===== src/rtl/fetch_queue.sv =====
// Instruction queue between fetch and decode: buffers (PC, instr) pairs in order,
// back-pressures fetch when full, and drops everything on a redirect.
module fetch_queue #(
    parameter int DEPTH = 4,
    parameter int XLEN  = 32
) (
    input  logic                       clock,
    input  logic                       reset,
    input  logic                       flush,
    input  logic                       enq_valid,
    input  logic [XLEN-1:0]            enq_pc,
    input  logic [XLEN-1:0]            enq_instr,
    output logic                       stall_fetch,
    output logic                       deq_valid,
    input  logic                       deq_ready,
    output logic [XLEN-1:0]            deq_pc,
    output logic [XLEN-1:0]            deq_instr,
    output logic                       deq_misaligned,
    output logic [$clog2(DEPTH):0]     count
);
    localparam int AW = $clog2(DEPTH);
    localparam int CW = AW + 1;

    logic [XLEN-1:0]  pc_mem    [DEPTH];
    logic [XLEN-1:0]  instr_mem [DEPTH];
    logic [DEPTH-1:0] mis_mem;

    logic [AW-1:0] wr_ptr;
    logic [AW-1:0] rd_ptr;
    logic [CW-1:0] cnt;
    logic          enq_fire;
    logic          deq_fire;
    logic          empty;

    assign empty       = (cnt == '0);
    assign stall_fetch = (cnt == CW'(DEPTH));
    assign deq_valid   = !empty && !flush;
    assign enq_fire    = enq_valid && !stall_fetch && !flush;
    assign deq_fire    = deq_valid && deq_ready;
    assign count       = cnt;

    // Stale storage is masked whenever the queue is empty.
    assign deq_pc         = empty ? '0 : pc_mem[rd_ptr];
    assign deq_instr      = empty ? '0 : instr_mem[rd_ptr];
    assign deq_misaligned = empty ? 1'b0 : mis_mem[rd_ptr];

    always_ff @(posedge clock) begin
        if (reset || flush) begin
            wr_ptr <= '0;
            rd_ptr <= '0;
            cnt    <= '0;
        end else begin
            if (enq_fire) wr_ptr <= wr_ptr + 1'b1;
            if (deq_fire) rd_ptr <= rd_ptr + 1'b1;
            if (enq_fire && !deq_fire)      cnt <= cnt + 1'b1;
            else if (!enq_fire && deq_fire) cnt <= cnt - 1'b1;
        end
    end

    // Contents are never cleared; only pointers and count define validity.
    always_ff @(posedge clock) begin
        if (enq_fire && !reset) begin
            pc_mem[wr_ptr]    <= enq_pc;
            instr_mem[wr_ptr] <= enq_instr;
            mis_mem[wr_ptr]   <= (enq_pc[1:0] != 2'b00);
        end
    end
endmodule

===== config.mk =====
export PLATFORM = sky130hd
export DESIGN_NAME = fetch_queue
export DESIGN_NICKNAME = d
export VERILOG_FILES = /design/src/rtl/fetch_queue.sv
export SDC_FILE = /design/constraint.sdc
export NUM_CORES = 1
export LEC_CHECK = 0
export CAP_MARGIN = 25
export CELL_PAD_IN_SITES_DETAIL_PLACEMENT = 1
export CELL_PAD_IN_SITES_GLOBAL_PLACEMENT = 1
export CORE_MARGIN = 3
export CORE_UTILIZATION = 25
export DETAILED_ROUTE_END_ITERATION = 6
export MAX_ROUTING_LAYER = met4
export PLACE_DENSITY_LB_ADDON = 0.1
export SYNTH_ARGS = -nofsm -noshare
export SYNTH_HDL_FRONTEND = slang
export SYNTH_SLANG_ARGS = --single-unit

===== constraint.sdc =====
create_clock -name clock -period 2.5 [get_ports clock]
set_input_delay 0.25 -clock clock [delete_from_list [all_inputs] [get_ports clock]]
set_output_delay 0.25 -clock clock [all_outputs]
set_load 0.05 [all_outputs]

==> results.py <==
metrics = {
    "status": {
        "status": "completed",
    },
    "floorplanning": {
        "core-area_mm2": 0.04028,
        "rows": 73,
        "fp.dieH_um": 209.2,
        "die_x_um": 209.2,
        "die-area_mm2": 0.04375,
        "initial_core_util_pct": 25.62,
        "io_pins": 139,
    },
    "detailed_routing": {
        "drt_iter0_drc": 216,
        "detail-route-antenna-nets": 0,
        "drc": 0,
        "via_count": 4977,
        "avgRoutedWirePerCell_um": 20.63,
        "routed_via_density": 4.225,
        "wirelength_um": 24300,
        "drt_pass1_iterations": 4,
    },
    "grt": {
        "first_global_vias": 5736,
        "grt_overflow_total": 0,
        "grt_max_degree": 42,
        "grt.total_usage_pct": 11.32,
        "antenna_found_initial": 1,
        "grt_pass1_wl_um": 36750,
    },
    "worst_setup_path": {
        "cp.arrival_ps": 2160,
        "cp_data_required_time_ps": 2250,
        "worst_setup_path_end_kind": "primary output",
        "worstPathMaxFanout": 32,
        "criticalPathCategory": "flop to primary output",
        "start_kind": "flop",
    },
    "clocking": {
        "ctsHtreeMaxLevel": 1,
        "cts_buffer_depth": 3,
        "cts_buffers": 31,
        "cts_tree": "built",
        "cts_sinks": 269,
        "cts_setup_buffers": 0,
        "clk_pin_slew_ps": 60,
        "ctsRootBufferMaster": "clkbuf_16",
        "worstSkewPairLatency_ps": 540,
    },
    "power_and_ir_drop": {
        "power_density_mw_per_mm2": 757.6,
        "power.total_uw": 10090,
        "p_leak_uw": 0.004234,
        "vdd_ir_drop_max_v": 0.0005137,
    },
    "place": {
        "placed_area_mm2": 0.01238,
        "numPortBuffers": 138,
        "routabilityCongestion": 0.6962,
        "place_hpwl_um": 14840,
    },
    "synthesis": {
        "synth_cell_types": 28,
        "synth_area_mm2": 0.01032,
        "yosysSeqAreaShare_pct": 77.40,
        "avgSynthCellArea_um2": 22.19,
        "yosysTopAreaCell": "edfxtp_1",
        "syn_nets": 540,
        "yosys_warnings": 0,
        "synth_top_area_share_pct": 75.65,
        "synth_seq_cells": 269,
        "synth_area_leaders": "edfxtp_1 (76%), mux4_2 (14%), nor2b_1 (4.0%)",
        "syn_inst": 465,
    },
    "sta": {
        "fin_skew_ps": 7.411,
        "post-route-period-util_pct": 96.52,
        "worstMarginPinSlew_ps": 533.8,
        "fin_tns_setup_ps": 0,
        "rsz0062_at_grt": "true",
        "fmax_mhz": 414.4,
        "min_period_ps": 2413,
        "slew-limit-headroom_pct": 64.30,
        "fin_hold_ws_ps": 337.3,
        "final_hold_viol_count": 0,
        "final-setup-viol-count": 0,
        "slew_viol_final": 0,
    },
    "cells_and_area": {
        "final_util_pct": 33.06,
        "final_cell_area_mm2": 0.01332,
        "multi_input_area_mm2": 0.002203,
        "drive_gt1_share_pct": 31.29,
        "regArea_mm2": 0.007998,
        "num-nets-final": 706,
        "area_growth_pct": 29.05,
        "fill_cells": 4022,
    },
    "run": {
        "cap_violations": 0,
    },
    "min_path": {
        "min-delay-path-class": "primary input to flop",
    },
}
power breakdown:
part | switching (uW) | leakage, uW | internal [uW]
Clock | 1710 | 0.000451 | 2460
Sequential | 17.1 | 0.00242 | 4990
Combinational | 574 | 0.00136 | 336
Total | 2300 | 0.00423 | 7790
metal layers:
metal | wire length (um) | track usage, %
met1 | 9999 | 13.31
met5 | 0 | -
met3 | 1064 | 2.402
met2 | 12650 | 19.86
met4 | 590 | 2.748
worst paths after layout:
kind	slack, ps	from	end	depth (start not counted)
min reg2reg	530	rd_ptr[1]	flop	2
min	340	enq_pc[25]	pc_mem[3][25]	1
max	90	flop	deq_pc[12]	4
max reg2reg	150	count[2]	count[2]	9
layout by cell type, fill, tap and decap left out, drive strengths merged, types with 2 or more instances in the layout:
| master | netlist | routed |
|---|---|---|
| edfxtp | 260 | 260 |
| buf | 14 | 81 |
| clkdlybuf4s50 | 0 | 72 |
| nor2b | 66 | 66 |
| mux4 | 65 | 65 |
| clkbuf | 8 | 40 |
| clkinv | 0 | 10 |
| dfxtp | 9 | 9 |
| nor2 | 6 | 6 |
| ha | 5 | 5 |
| inv | 4 | 4 |
| and3 | 4 | 4 |
| or2 | 3 | 3 |
| a21oi | 3 | 3 |
| xor2 | 3 | 3 |
| o21ai | 2 | 2 |
| or3 | 2 | 2 |
| clkinvlp | 0 | 2 |
| bufinv | 0 | 2 |
| dlygate4sd2 | 0 | 2 |
| o31ai | 2 | 2 |
sequential cells by signal, indices dropped and copies added (netlist names), named ones only:
register / flops
pc_mem: 128
rd_ptr: 2
count: 3
instr_mem: 128
wr_ptr: 2
mis_mem: 4
cell usage after synthesis:
library cell / n
nand3_1: 1
fa_1: 1
xor2_1: 3
mux2i_1: 1
nor3_2: 1
nand4_1: 1
or3_1: 2
mux4_2: 65
o21ai_0: 2
a21o_1: 1
or3b_4: 1
nor2b_1: 66
or2_2: 3
clkbuf_1: 7
clkbuf_2: 1
nor2_1: 6
a21oi_1: 3
o31ai_1: 1
dfxtp_1: 9
inv_1: 4
nand2_1: 1
o31ai_2: 1
edfxtp_1: 260
buf_2: 7
and2_4: 1
and3_1: 4
buf_6: 7
ha_1: 5
cells by family (layout without fill, tap and decap cells):
family / after synthesis / in the layout / synth area share (%)
AOI/OAI and AO/OA: 8 / 8 / 0.5092
xor gates and xnor gates: 3 / 3 / 0.2547
adders and majority gates: 6 / 6 / 0.8002
buffers and inverters: 26 / 213 / 1.552
DFF: 269 / 269 / 77.40
muxes: 66 / 66 / 14.28
other: 0 / 1 / 0
and+or+nand+nor: 87 / 87 / 5.201
worst max-delay path, cell delays in order (launching register included):
cell     delay (ps)
dfxtp_4         370
buf_12          280
mux4_2          530
nor2b_1         180
buf_4           220
through the flow:
| step | instances | worst slack, ps |
|---|---|---|
| global placement | 1123 | 92.85 |
| global route | 1178 | -34.94 |
| detailed placement | 1123 | 20.20 |
| floorplan | 465 | 69.65 |
| finish | 1178 | 87.01 |
| CTS | 1177 | 3.360 |
final cells by class:
class / count / area share (%)
flip-flops and latches: 269 / 60.05
multi-input cells: 170 / 16.54
diodes: 1 / 0.01879
inverters: 4 / 0.1127
repair buffers: 155 / 11.36
clock buffers: 40 / 6.079
well taps: 525 / 4.932
clock inverters: 14 / 0.9019
timing repair:
action / 4_1_cts / 5_1_grt
endpoints found under the hold margin: 0 / 0
pin swaps: 0 / 0
setup endpoints to repair: 8 / 28
gates resized for setup: 3 / 2
hold buffers: 0 / 0
Note: power is estimated with default switching activity, not from simulation.
